--- config.mk ---
export PLATFORM = sky130hd
export DESIGN_NAME = board_painter
export DESIGN_NICKNAME = d
export VERILOG_FILES = /design/src/rtl/ppu_pkg.sv /design/src/rtl/board_addr_gen.sv /design/src/rtl/board_painter.sv
export SDC_FILE = /design/constraint.sdc
export NUM_CORES = 1
export LEC_CHECK = 0
export BUFFER_PORTS_ARGS = -buffer_cell sky130_fd_sc_hd__clkbuf_2
export CAP_MARGIN = 40
export CORE_UTILIZATION = 30
export DETAILED_ROUTE_END_ITERATION = 16
export PLACE_DENSITY = 0.49
export RECOVER_POWER = 100
export SYNTH_ARGS = -nofsm -noshare
export SYNTH_HDL_FRONTEND = slang
export SYNTH_SLANG_ARGS = --single-unit
--- constraint.sdc ---
create_clock -name vga_clk -period 7 [get_ports vga_clk]
set_clock_uncertainty 0.15 [all_clocks]
set_input_delay 0.7 -clock vga_clk [delete_from_list [all_inputs] [get_ports vga_clk]]
set_output_delay 0.7 -clock vga_clk [all_outputs]
set_load 0.05 [all_outputs]
--- src/rtl/ppu_pkg.sv ---
// rtl/ppu_pkg.sv - Board geometry, tile and painter state types shared by the PPU and the board painter.
package ppu_pkg;

  localparam int BOARD_WIDTH  = 342;
  localparam int BOARD_HEIGHT = 342;
  localparam int GRID_N       = 10;
  localparam int CELL_PITCH   = 34;
  localparam int CELL_ORIGIN  = 2;
  localparam int TILE_SIZE    = 32;

  typedef enum logic [1:0] {
    TILE_WATER = 2'd0,
    TILE_SHIP  = 2'd1,
    TILE_HIT   = 2'd2,
    TILE_MISS  = 2'd3
  } tile_e;

  typedef enum logic [1:0] {
    IDLE,
    INIT,
    COPY,
    FLUSH
  } painter_state_e;

  typedef logic [15:0] rgb565_t;

  // Pixel x (or y) of the top-left corner of cell column (or row) idx.
  function automatic logic [8:0] cell_origin(input logic [3:0] idx);
    return 9'(CELL_ORIGIN) + 9'(idx) * 9'(CELL_PITCH);
  endfunction

endpackage

--- src/rtl/board_addr_gen.sv ---
// rtl/board_addr_gen.sv - Raster walk over one tile: tile-ROM offset plus matching board-RAM address.
module board_addr_gen
  import ppu_pkg::*;
(
  input  logic        vga_clk,
  input  logic        rst,
  input  logic        start,
  input  logic        advance,
  input  logic [8:0]  x0,
  input  logic [8:0]  y0,
  output logic [9:0]  tile_off,
  output logic [16:0] board_addr,
  output logic        last
);

  localparam logic [16:0] ORIGIN_BASE = 17'(BOARD_WIDTH * CELL_ORIGIN);
  localparam logic [4:0]  PX_MAX      = 5'(TILE_SIZE - 1);

  logic [4:0]  px;
  logic [4:0]  py;
  logic [8:0]  x_base;
  logic [16:0] row_base;
  logic [16:0] origin_base;
  logic [16:0] next_row_base;

  // Only multiply in the block: done once per cell, the rest is stride addition.
  assign origin_base   = 17'(BOARD_WIDTH) * {8'd0, y0};
  assign next_row_base = row_base + 17'(BOARD_WIDTH);

  always_ff @(posedge vga_clk) begin
    if (rst) begin
      px         <= '0;
      py         <= '0;
      x_base     <= 9'(CELL_ORIGIN);
      row_base   <= ORIGIN_BASE;
      board_addr <= ORIGIN_BASE + 17'(CELL_ORIGIN);
    end else if (start) begin
      px         <= '0;
      py         <= '0;
      x_base     <= x0;
      row_base   <= origin_base;
      board_addr <= origin_base + {8'd0, x0};
    end else if (advance) begin
      if (px == PX_MAX) begin
        px         <= '0;
        py         <= py + 5'd1;
        row_base   <= next_row_base;
        board_addr <= next_row_base + {8'd0, x_base};
      end else begin
        px         <= px + 5'd1;
        board_addr <= board_addr + 17'd1;
      end
    end
  end

  assign tile_off = {py, px};
  assign last     = (px == PX_MAX) && (py == PX_MAX);

endmodule

--- src/rtl/board_painter.sv ---
// rtl/board_painter.sv - Stamps a 32x32 RGB565 tile from the tile ROM into a Battleship board cell.
// Optional BOARD_PAINTER_INIT_EN: after reset paint every cell with water before taking commands.
module board_painter
  import ppu_pkg::*;
(
  input  logic        vga_clk,
  input  logic        rst,
  input  logic        cmd_valid,
  output logic        cmd_ready,
  input  logic [3:0]  cmd_row,
  input  logic [3:0]  cmd_col,
  input  logic [1:0]  cmd_tile,
  output logic [11:0] tile_addr,
  input  logic [15:0] tile_q,
  output logic        wr_en,
  output logic [16:0] wr_addr,
  output logic [15:0] wr_data,
  output logic        busy,
  output logic        done,
  output logic        err
);

  painter_state_e state;
  painter_state_e state_next;
  tile_e          cur_tile;
  logic           accept;
  logic           cmd_legal;
  logic           streaming;
  logic           init_finish;
  logic           gen_start;
  logic           gen_last;
  logic [8:0]     gen_x0;
  logic [8:0]     gen_y0;
  logic [9:0]     tile_off;
  logic [16:0]    board_addr;

  assign accept    = cmd_valid && cmd_ready;
  assign cmd_legal = (cmd_row < 4'(GRID_N)) && (cmd_col < 4'(GRID_N));

`ifdef BOARD_PAINTER_INIT_EN
  localparam painter_state_e RESET_STATE = INIT;

  logic [3:0] init_row;
  logic [3:0] init_col;
  logic [3:0] init_row_nx;
  logic [3:0] init_col_nx;

  assign init_finish = gen_last && (init_row == 4'(GRID_N - 1)) && (init_col == 4'(GRID_N - 1));

  always_comb begin
    init_row_nx = init_row;
    init_col_nx = init_col + 4'd1;
    if (init_col == 4'(GRID_N - 1)) begin
      init_col_nx = '0;
      init_row_nx = init_row + 4'd1;
    end
  end

  always_ff @(posedge vga_clk) begin
    if (rst) begin
      init_row <= '0;
      init_col <= '0;
    end else if ((state == INIT) && gen_last) begin
      init_row <= init_row_nx;
      init_col <= init_col_nx;
    end
  end

  // The next cell is loaded on the last pixel of the current one, so cells run back-to-back.
  assign gen_x0    = (state == INIT) ? cell_origin(init_col_nx) : cell_origin(cmd_col);
  assign gen_y0    = (state == INIT) ? cell_origin(init_row_nx) : cell_origin(cmd_row);
  assign gen_start = (accept && cmd_legal) || ((state == INIT) && gen_last && !init_finish);
`else
  localparam painter_state_e RESET_STATE = IDLE;

  assign init_finish = 1'b1;
  assign gen_x0      = cell_origin(cmd_col);
  assign gen_y0      = cell_origin(cmd_row);
  assign gen_start   = accept && cmd_legal;
`endif

  always_ff @(posedge vga_clk) begin
    if (rst) state <= RESET_STATE;
    else     state <= state_next;
  end

  always_comb begin
    state_next = state;
    unique case (state)
      IDLE:    if (accept && cmd_legal) state_next = COPY;
      INIT:    if (init_finish) state_next = FLUSH;
      COPY:    if (gen_last) state_next = FLUSH;
      FLUSH:   state_next = IDLE;
      default: state_next = IDLE;
    endcase
  end

  always_comb begin
    cmd_ready = 1'b0;
    busy      = 1'b0;
    streaming = 1'b0;
    unique case (state)
      IDLE:        cmd_ready = 1'b1;
      INIT, COPY: begin
        busy      = 1'b1;
        streaming = 1'b1;
      end
      FLUSH:       busy = 1'b1;
      default:     ;
    endcase
  end

  board_addr_gen u_addr_gen (
    .vga_clk    (vga_clk),
    .rst        (rst),
    .start      (gen_start),
    .advance    (streaming),
    .x0         (gen_x0),
    .y0         (gen_y0),
    .tile_off   (tile_off),
    .board_addr (board_addr),
    .last       (gen_last)
  );

  assign tile_addr = streaming ? {cur_tile, tile_off} : '0;

  // Write stage lines up with the one-cycle ROM latency; tile_q already belongs to the registered address.
  always_ff @(posedge vga_clk) begin
    if (rst) begin
      wr_en    <= 1'b0;
      wr_addr  <= '0;
      done     <= 1'b0;
      err      <= 1'b0;
      cur_tile <= TILE_WATER;
    end else begin
      wr_en <= streaming;
      if (streaming) wr_addr <= board_addr;
      done  <= (state == FLUSH);
      err   <= accept && !cmd_legal;
      if (accept) cur_tile <= tile_e'(cmd_tile);
    end
  end

  assign wr_data = wr_en ? tile_q : '0;

endmodule

==> flow_summary_export.csv, run 1 <==
group,metric,value,unit
clocking,clockRootBuffer,"clkbuf_16",
global_route,grt_pass1_wl,27.6,mm
timing,fmax,171,MHz
finish,final_area,0.00742,sq mm
setup_path,cp_slowest_cell,"fa_1",
timing,grt_setup_unrepaired,"false",
setup_path,critical_path.startpoint_type,"input pin",
setup_path,slowest_delay,0.54,ns
die,start_util,30.8,%
pwr,ir_drop,0.000132,V
timing,worst_pin_slew,2.92,ns
outcome,violations,"max-capacitance violations, max-slew violations",
die,die_area,0.0224,sq mm
place,post-place-ws,1.21,ns
pwr,power.density,378,mW/mm^2
yosys,synth_mux_area_share,3.71,%
finish,layout-drive-gt1-share,7.68,%
finish,layout.cells.non_filler,1147,
yosys,synth_seq_cells,75,
setup_path,path_max_fanout,8,
place,place_area,0.00717,sq mm
detailed_routing,via_per_inst,4.95,
setup_path,critPathTopFamily,"adder cells",
clocking,clk_pin_slew,0.06,ns
clocking,clock_latency,0.34,ns
detailed_routing,vias,5677,
timing,setup_viol,0,
global_route,antenna_found_initial,0,
global_route,grt_usage,15.6,%
setup_path,path_buf_inv,5,
yosys,yosys_warnings,0,
finish,num-nets-final,977,
clocking,cts_max_level,3,
place,port_buffers,78,
global_route,grt-ovfl-total,0,
timing,fin_ws,1.14,ns
yosys,synth-xor-area-share,8.41,%
timing,min_period_over_period,83.8,%
die,die_h,150,um
setup_path,path_cells,"clkbuf_1, inv_1, ha_1, xnor2_1, inv_1, fa_1, inv_1, fa_1, fa_1, inv_1, ha_1, a2111oi_0, a21boi_0, nor2_1, xor2_1, and4_1, nand4b_1, xor2_1, a211oi_1",
detailed_routing,first_pass_iters,4,
place,dp_hpwl,13.0,mm
clocking,cts_buffers,9,
detailed_routing,wl_per_cell,14.8,um
yosys,ys_types,74,
yosys,synth_top_family_by_area,"compound AO/OA/AOI/OAI gates",
yosys,synthAdderAreaFrac,17.1,%
clocking,clockBufferDepth,2,
yosys,synth_compound_area_share,20.9,%
finish,diodes,0,
yosys,synth-edff-count,0,
pwr,p_leak,3.12,nW
flow_run,maxCapViolations,2,
timing,tns,0,ns
die,pin_count,79,
die,core,0.0212,sq mm
detailed_routing,drc_errors,0,
clocking,ctsHoldBuffers,0,
clocking,cts_setup_buffers,0,
yosys,ys_async_sr_fraction,0,%
yosys,ys_seq_area_share,22.9,%
setup_path,crit_required,7.05,ns
global_route,grt_max_degree,63,
outcome,status,"finished, violations left",
timing,hold_violations,0,
timing,relSlewSlack,-94.9,%
yosys,syn_nets,925,
yosys,syn_area_per_cell,8.03,sq um
yosys,syn_inst,815,
finish,area_growth,13.3,%
die,num_rows,53,
place,placedCellCount,1131,
clocking,clock-sinks,75,
detailed_routing,drt_wl_total,17.0,mm
global_route,grt_pass1_vias,5364,
yosys,netlist_area,0.00655,sq mm
yosys,ys.flop_type,"dfxtp_1",
timing,finalCriticalPeriod,5.86,ns
clocking,cts_tree,"built",
yosys,synthSimpleGateAreaFrac,20.7,%
setup_path,worstPathArrival,5.92,ns
detailed_routing,drt-initial-drc-count,234,
die,die_w,150,um
clocking,cts_resized,0,
setup_path,end_kind,"flip-flop",
detailed_routing,postRouteAntennaNets,0,
setup_path,cpMostUsedCell,"inv_1",
setup_path,regToRegSetupSlack,1.87,ns
setup_path,worstSetupPathType,"in2reg",
timing,finalMaxSlewViolations,101,
place,place_congestion,0.859,
min_path,hp-class,"reg2reg",
==> path summary, 6_finish.rpt <==
path | from | to | cells after the start
hold reg to reg | u_addr_gen.x_base[1]$_SDFFE_PP1P_ | u_addr_gen.x_base[1]$_SDFFE_PP1P_ | 2
setup reg to reg | state[1]$_SDFFE_PP0P_ | u_addr_gen.board_addr[16]$_SDFFE_PP0P_ | 9
hold / removal | u_addr_gen.x_base[1]$_SDFFE_PP1P_ | u_addr_gen.x_base[1]$_SDFFE_PP1P_ | 2
setup / recovery | cmd_row[0] | u_addr_gen.board_addr[16]$_SDFFE_PP0P_ | 19
==> where the power goes <==
| group | leakage [nW] | internal, mW | switching (mW) | total [mW] |
|---|---|---|---|---|
| Combinational | 2.35 | 0.605 | 1.06 | 1.66 |
| Sequential | 0.612 | 0.512 | 0.111 | 0.623 |
| Clock | 0.159 | 0.331 | 0.184 | 0.515 |
==> placed cells by master (no fill, tap or decap), drive strengths merged, types with 25 or more instances in the layout <==
cell type | synthesis | layout
clkbuf | 30 | 92
dfxtp | 75 | 75
xnor2 | 36 | 36
a211oi | 25 | 25
and2 | 35 | 35
inv | 62 | 62
a21oi | 40 | 40
o21ai | 41 | 41
nor2 | 95 | 95
nand2 | 54 | 54
xor2 | 26 | 26
ha | 67 | 67
==> layer usage <==
metal  share of wire, %  vias to the layer above  global-route usage, %
met4                1.5                        0                   4.75
met5                  0                        -                      0
met3                4.9                       19                   1.52
met2                 44                      127                   25.7
li1                   -                     2955                      -
met1                 50                     2576                   21.2
==> synthesized netlist by cell type, types with 12 or more instances <==
cell / n / area, sq um
nor2_1: 94 / 353
a21oi_1: 40 / 200
o21ai_0: 31 / 155
xor2_1: 26 / 228
ha_1: 67 / 838
xnor2_1: 35 / 307
nand3_1: 22 / 110
o21a_1: 12 / 90.1
inv_1: 62 / 233
nand2_1: 53 / 199
clkbuf_1: 30 / 113
dfxtp_1: 75 / 1500
fa_1: 14 / 280
and2_1: 35 / 219
mux2i_1: 22 / 220
a211oi_1: 23 / 173
nor3_1: 14 / 70.1
==> worst register-to-register path: cells and delay by family, from the launching register on <==
| kind | cells | cell delay, ns |
|---|---|---|
| adder cells (fa/ha/maj) | 1 | 0.96 |
| flip-flops | 1 | 0.41 |
| AO/OA/AOI/OAI | 5 | 0.95 |
| buffers and inverters | 2 | 1.42 |
| AND/OR/NAND/NOR | 1 | 1.10 |
==> cell families (layout without fill, tap and decap cells) <==
kind of cell	after synthesis	count (layout)
compound gates	193	193
xor+xnor	62	62
fa+ha+maj	81	81
buf+inv	104	161
flops	75	75
mux	24	24
simple gates	276	276
==> metrics by stage <==
stage,utilization [%],hold slack (ns),power [mW]
finish,35.0,0.297,2.80
global route,35.0,0.333,3.04
CTS,35.3,0.299,2.86
detailed placement,33.8,0.290,2.32
global placement,33.7,0.290,2.32
floorplan,-,0.276,1.94
==> final cells by class <==
class / count / area (sq um)
timing repair buffer: 83 / 378
sequential: 75 / 1500
clock inverter: 4 / 72.6
clock buffer: 12 / 256
tap: 275 / 344
fill: 2309 / 13800
inverter: 62 / 233
multi-input combinational: 636 / 4630
==> registers in the layout (all words and copies together), names as in the netlist <==
name                   flops
cur_tile                   2
done                       1
err                        1
state                      2
u_addr_gen.board_addr     17
u_addr_gen.px              5
u_addr_gen.py              5
u_addr_gen.row_base       16
u_addr_gen.x_base          8
wr_addr                   17
wr_en                      1
Power figures use the tool's default switching activity.
==> run 2, diff against run 1 <==
--- a/config.mk
+++ b/config.mk
@@ -5,6 +5,7 @@
 export SDC_FILE = /design/constraint.sdc
 export NUM_CORES = 1
 export LEC_CHECK = 0
+export ABC_AREA = 1
 export BUFFER_PORTS_ARGS = -buffer_cell sky130_fd_sc_hd__clkbuf_2
 export CAP_MARGIN = 40
 export CORE_UTILIZATION = 30
==> constraint.sdc (replaced) <==
create_clock -name vga_clk -period 5.75 [get_ports vga_clk]
set_clock_uncertainty 0.15 [all_clocks]
set_input_delay 0.575 -clock vga_clk [delete_from_list [all_inputs] [get_ports vga_clk]]
set_output_delay 0.575 -clock vga_clk [all_outputs]
set_load 0.05 [all_outputs]
==> run 2 against run 1 <==
Cell count grew 23%. Highest routed layer unchanged. First-iteration DRC count grew 44%. Area after synthesis grew 2.7%. Routed wire length grew 17%. The run still ends with max-capacitance violations, max-slew violations left. Via count grew 17%. Largest cell class unchanged. Design area grew 2.1%. Critical endpoint is now u_addr_gen.board_addr[12]$_SDFFE_PP0P_. Hold slack gained 0.018 ns. Flip-flop and latch count is the same. Sequential power grew 25%. Critical path type unchanged.
==> flow_summary_export.csv, run 2 <==
group,metric,value,unit
outcome,status,"finished, violations left",
outcome,violations,"max-capacitance violations, max-slew violations",
clocking,clk_pin_slew,0.07,ns
die,pin_count,79,
pwr,report.power.total,3.60,mW
detailed_routing,wl_per_cell,14.1,um
finish,final_cell_mix,"nand2_1 (252), inv_1 (190), nor2_1 (100)",
setup_path,critical_path.startpoint_type,"input pin",
detailed_routing,vias,6643,
timing,grt_setup_unrepaired,"false",
yosys,synth_top_cells_by_count,"nand2_1 (252), inv_1 (190), nor2_1 (98)",
setup_path,worstSetupPathType,"in2reg",
finish,largest_registers,"u_addr_gen.board_addr (17), wr_addr (17), u_addr_gen.row_base (16)",
timing,tns,0,ns
global_route,grt_util_met3,2.72,%
clocking,cts_resized,0,
global_route,grt-ovfl-total,0,
clocking,clock_latency,0.35,ns
yosys,netlist_area,0.00672,sq mm
finish,num-nets-final,1232,
yosys,synthTopCellsByArea,"dfxtp_1 (22%), nand2_1 (14%), ha_1 (12%), inv_1 (11%), nor2_1 (5.5%)",
yosys,syn_nets,1168,
clocking,cts_setup_buffers,0,
yosys,synthAdderAreaFrac,16.6,%
yosys,synth_seq_cells,75,
global_route,use_met1,26.5,%
detailed_routing,drt-initial-drc-count,336,
setup_path,crit_required,5.88,ns
global_route,grt_usage,18.0,%
clocking,cts_max_level,3,
setup_path,path_max_fanout,7,
timing,worst_pin_slew,2.03,ns
die,die_w,152,um
global_route,grt_pass1_wl,32.0,mm
yosys,synth_mux_area_share,0,%
yosys,ys_seq_area_share,22.3,%
detailed_routing,via_per_inst,4.72,
timing,fmax,202,MHz
global_route,grt_busiest_layer,"met2",
clocking,clockBufferDepth,2,
clocking,cts_tree,"built",
die,die_h,152,um
pwr,p_leak,4.02,nW
clocking,ctsHoldBuffers,0,
die,die_area,0.0230,sq mm
yosys,synth_top_area_cell,"dfxtp_1",
yosys,synth_top_family_by_area,"simple AND/OR/NAND/NOR gates",
yosys,synth_compound_area_share,14.9,%
min_path,hp-class,"reg2reg",
yosys,yosys.cell_count.top_type,"nand2_1",
global_route,antenna_found_initial,0,
yosys,yosys_warnings,0,
timing,finalMaxSlewViolations,73,
clocking,clock-sinks,75,
clocking,cts_buffers,9,
yosys,synth_top_area_share,22.3,%
place,place_area,0.00737,sq mm
detailed_routing,drc_errors,0,
yosys,syn_area_per_cell,6.35,sq um
detailed_routing,postRouteAntennaNets,0,
detailed_routing,first_pass_iters,5,
global_route,grt_pass1_vias,6044,
yosys,synth-xor-area-share,3.89,%
die,start_util,30.7,%
pwr,ir_drop,0.000165,V
setup_path,end_kind,"flip-flop",
place,post-place-ws,0.553,ns
finish,layout-drive-gt1-share,6.83,%
setup_path,worstPathArrival,5.08,ns
detailed_routing,drt_wl_total,19.9,mm
yosys,ys_async_sr_fraction,0,%
place,place_congestion,0.846,
place,port_buffers,78,
flow_run,maxCapViolations,2,
timing,fin_ws,0.802,ns
timing,finalCriticalPeriod,4.95,ns
clocking,clockRootBuffer,"clkbuf_16",
timing,relSlewSlack,-35.2,%
yosys,synthSimpleGateAreaFrac,29.3,%
die,core,0.0219,sq mm
finish,area_growth,12.8,%
yosys,ys.flop_type,"dfxtp_1",
timing,hold_violations,0,
place,dp_hpwl,15.7,mm
timing,setup_viol,0,
pwr,power.density,475,mW/mm^2
global_route,grtUsageMet2,27.3,%
finish,layout_commonest_cell,"nand2_1",
yosys,synth-edff-count,0,
die,num_rows,54,
timing,min_period_over_period,86.1,%
finish,diodes,0,
yosys,syn_inst,1058,
global_route,grt_max_degree,44,
yosys,ys_types,41,
finish,final_area,0.00758,sq mm
==> run 2: changes by cell type in the layout (fill, tap and decap cells not counted), moves of 24 or more <==
cell      previous run  this run
xnor2_1             35         4
nand2_1             53       252
and2_1              34         0
a211oi_1            24         0
a21oi_1             40        70
inv_1               62       190
nand3_1             22        65
o21ai_0             31        66
==> run 2: final timing paths <==
kind,start,end,slack [ns],depth (start not counted)
worst max-delay path,cmd_row[0],u_addr_gen.board_addr[12]$_SDFFE_PP0P_,0.80,23
worst min-delay path,u_addr_gen.x_base[1]$_SDFFE_PP1P_,u_addr_gen.x_base[1]$_SDFFE_PP1P_,0.31,2
worst max register to register,state[0]$_SDFFE_PP0P_,u_addr_gen.row_base[9]$_SDFFE_PP1P_,0.87,9
worst min register to register,u_addr_gen.x_base[1]$_SDFFE_PP1P_,u_addr_gen.x_base[1]$_SDFFE_PP1P_,0.31,2
==> run 2: stage by stage <==
| stage | hold slack, ns | instances | util, % |
|---|---|---|---|
| floorplan | 0.281 | 1058 | - |
| global placement | 0.301 | 1391 | 33.7 |
| detailed placement | 0.308 | 1391 | 33.7 |
| CTS | 0.320 | 1407 | 35.0 |
| global route | 0.342 | 1407 | 34.6 |
| finish | 0.315 | 1407 | 34.6 |
==> run 2: where the power goes <==
part	switching [mW]	internal, mW	leakage [nW]
clock network	0.274	0.305	0.142
registers	0.129	0.650	0.615
logic	1.61	0.634	3.26
total	2.01	1.59	4.02
==> run 2: cells by family (layout without fill, tap and decap cells) <==
family | Yosys count | after routing
and+or+nand+nor | 463 | 463
buffers and inverters | 229 | 298
AOI/OAI and AO/OA | 181 | 181
adders and majority gates | 81 | 81
DFF | 75 | 75
xor gates and xnor gates | 29 | 29
==> run 2: per-layer routing <==
metal | share of wire (%) | up-vias
met5 | 0 | -
met4 | 1.4 | 0
met3 | 4.7 | 17
met2 | 43 | 145
met1 | 51 | 2996
li1 | - | 3485
==> run 2: final cells by class <==
class	count	area [sq um]
Tap cell	280	350
Fill cell	2532	14300
Multi-Input combinational cell	754	4330
Timing Repair Buffer	82	350
Clock inverter	7	70.1
Sequential cell	75	1500
Inverter	200	751
Clock buffer	9	225
==> run 2: critical path, cell delays in order <==
cell and delay, ns:
clkbuf_2 0.17, ha_1 0.20, nand2_1 0.06, nor2_1 0.14, xor2_1 0.33, ha_1 0.29, ha_1 0.27, inv_1 0.05
fa_1 0.53, inv_1 0.07, fa_1 0.50, xor2_1 0.19, ha_1 0.39, nand4_1 0.12, nand3_1 0.12, nand2_1 0.07
nand2_1 0.09, nand3_1 0.13, nor2_1 0.29, nand2_1 0.09, nand3_1 0.12, nand3_1 0.09, a21oi_1 0.19
==> run 3, diff against run 2 <==
--- a/config.mk
+++ b/config.mk
@@ -5,12 +5,11 @@
 export SDC_FILE = /design/constraint.sdc
 export NUM_CORES = 1
 export LEC_CHECK = 0
-export ABC_AREA = 1
 export BUFFER_PORTS_ARGS = -buffer_cell sky130_fd_sc_hd__clkbuf_2
 export CAP_MARGIN = 40
-export CORE_UTILIZATION = 30
+export CORE_UTILIZATION = 48
 export DETAILED_ROUTE_END_ITERATION = 16
-export PLACE_DENSITY = 0.49
+export PLACE_DENSITY = 0.7
 export RECOVER_POWER = 100
 export SYNTH_ARGS = -nofsm -noshare
 export SYNTH_HDL_FRONTEND = slang
==> run 3 against run 2 <==
The flow still finishes with violations (max-capacitance violations, max-slew violations). Clock power is 6.4% higher. Critical path depth shrank 4. Combinational power down 9.8%. Register-to-register slack improved by 0.26 ns. Design area decreased by 3.7%. Die area is 39% lower. Sequential share of layout area grew 0.76 points. Flip-flop and latch count unchanged. Non-clock buffer count rose by 3. Highest routed layer unchanged.
==> flow_summary_export.csv, run 3 (synthesized netlist as in run 1, its figures left out) <==
group,metric,value,unit
global_route,grt_pass1_vias,5486,
pwr,clkPwrFrac,18.2,%
detailed_routing,wl_per_cell,14.9,um
pwr,p_comb_share,59.6,%
setup_path,end_kind,"flip-flop",
flow_run,maxCapViolations,2,
die,core,0.0133,sq mm
timing,fin_ws,0.453,ns
clocking,clockRootBuffer,"clkbuf_16",
clocking,clock-sinks,75,
clocking,ctsHoldBuffers,0,
finish,final_cell_mix,"nor2_1 (93), dfxtp_1 (75), ha_1 (67)",
die,die_h,119,um
clocking,clk_pin_slew,0.05,ns
global_route,grt-ovfl-total,0,
setup_path,critical_path.startpoint_type,"input pin",
timing,worst_pin_slew,2.82,ns
setup_path,cp_slowest_cell,"fa_1",
clocking,clock_latency,0.34,ns
timing,setup_viol,0,
clocking,clockBufferDepth,2,
min_path,worstHoldStart,"cur_tile[1]$_SDFFE_PP0P_",
pwr,power.density,465,mW/mm^2
setup_path,path_buf_inv,5,
timing,tns,0,ns
place,place_congestion,0.893,
finish,num-nets-final,979,
die,start_util,49.2,%
setup_path,critPathLaunch,"cmd_row[0]",
detailed_routing,wl_met3,771,um
timing,finalMaxSlewViolations,123,
pwr,switching_share,47.8,%
finish,area_growth,11.5,%
setup_path,critPathTopFamily,"adder cells",
die,pin_count,79,
clocking,cts_resized,0,
timing,hold_ws,0.304,ns
setup_path,slowest_delay,0.54,ns
die,die_w,119,um
detailed_routing,via_per_inst,5.50,
global_route,grt_max_degree,63,
finish,layout.cells.non_filler,1050,
setup_path,worstReg2RegStart,"state[1]$_SDFFE_PP0P_",
pwr,power_frac_seq,22.2,%
detailed_routing,vias,5773,
min_path,hp-class,"reg2reg",
timing,finalCriticalPeriod,5.30,ns
clocking,cts_tree,"built",
setup_path,cpMostUsedCell,"inv_1",
place,placedCellCount,1034,
global_route,antenna_found_initial,0,
finish,largest_registers,"u_addr_gen.board_addr (17), wr_addr (17), u_addr_gen.row_base (16)",
clocking,cts_setup_buffers,0,
timing,grt_setup_unrepaired,"false",
place,place_area,0.00704,sq mm
pwr,p_switching,1.62,mW
pwr,ir_drop,0.000205,V
setup_path,crit_required,5.69,ns
die,num_rows,42,
timing,relSlewSlack,-88.3,%
pwr,p_int,1.77,mW
timing,min_period_over_period,92.1,%
detailed_routing,maxUsedRoutingLayer,"met4",
pwr,p_leak,3.14,nW
finish,diodes,0,
setup_path,path_cells,"clkbuf_2, inv_1, ha_1, xnor2_1, inv_1, fa_1, inv_1, fa_1, fa_1, inv_1, ha_1, o21a_1, o21ai_0, o311ai_0, o21a_1, nor2_1, xnor2_1, xor2_1, a211oi_2",
setup_path,path_max_fanout,8,
clocking,cts_buffers,9,
outcome,violations,"max-capacitance violations, max-slew violations",
global_route,grt_pass1_wl,26.0,mm
place,dp_hpwl,11.8,mm
detailed_routing,wl_met1,7.18,mm
die,die_area,0.0141,sq mm
detailed_routing,drc_errors,0,
place,port_buffers,78,
clocking,cts_max_level,3,
outcome,status,"finished, violations left",
finish,final_area,0.00730,sq mm
detailed_routing,met2_length,7.32,mm
timing,fmax,189,MHz
global_route,grt_usage,22.7,%
finish,layout-drive-gt1-share,8.70,%
setup_path,worstPathArrival,5.23,ns
detailed_routing,postRouteAntennaNets,0,
timing,hold_violations,0,
detailed_routing,drt_wl_total,15.6,mm
place,post-place-ws,0.270,ns
finish,layout_commonest_cell,"nor2_1",
detailed_routing,drt-initial-drc-count,422,
detailed_routing,first_pass_iters,5,
setup_path,worstSetupPathType,"in2reg",
## run 3: power by group through the flow
stage / logic (mW) / clock network, mW / registers [mW]
finish: 2.02 / 0.616 / 0.755
global route: 2.24 / 0.650 / 0.772
CTS: 2.02 / 0.628 / 0.752
detailed placement: 2.01 / 0 / 0.762
global placement: 1.99 / 0 / 0.761
floorplan: 1.56 / 0 / 0.797
## run 3: final cells by class
type | count | area (sq um)
clock buffers | 12 | 256
repair buffers | 85 | 377
inverters | 62 | 233
flip-flops and latches | 75 | 1500
fillers | 1267 | 6000
multi-input cells | 636 | 4640
clock inverters | 4 | 72.6
well taps | 176 | 220
## run 3: worst register-to-register path: cells and delay by family (launching register included)
family	cells	cell delay, ns
AO/OA/AOI/OAI	2	0.34
AND/OR/NAND/NOR	2	1.24
buffers and inverters	2	1.95
flip-flops	1	0.41
adder cells (fa/ha/maj)	1	0.42
## run 3: per-layer routing
| metal | vias to the layer above | track usage (%) |
|---|---|---|
| met3 | 23 | 2.36 |
| li1 | 2952 | - |
| met4 | 0 | 8.78 |
| met5 | - | 0 |
| met2 | 176 | 40.0 |
| met1 | 2622 | 28.4 |
## run 3: final timing paths
path                                                          endpoint  slack [ns]  depth (start not counted)
worst min register to register                cur_tile[1]$_SDFFE_PP0P_        0.30                          2
worst max-delay path            u_addr_gen.board_addr[16]$_SDFFE_PP0P_        0.45                         19
worst max register to register  u_addr_gen.board_addr[16]$_SDFFE_PP0P_        1.13                          7
worst min-delay path                          cur_tile[1]$_SDFFE_PP0P_        0.30                          2
## run 3: per-stage QoR
step | utilization (%) | total power, mW
after floorplan | - | 2.36
after global placement | 52.9 | 2.75
after detailed placement | 52.9 | 2.77
after CTS | 55.4 | 3.40
after global routing | 54.9 | 3.66
final | 54.9 | 3.39
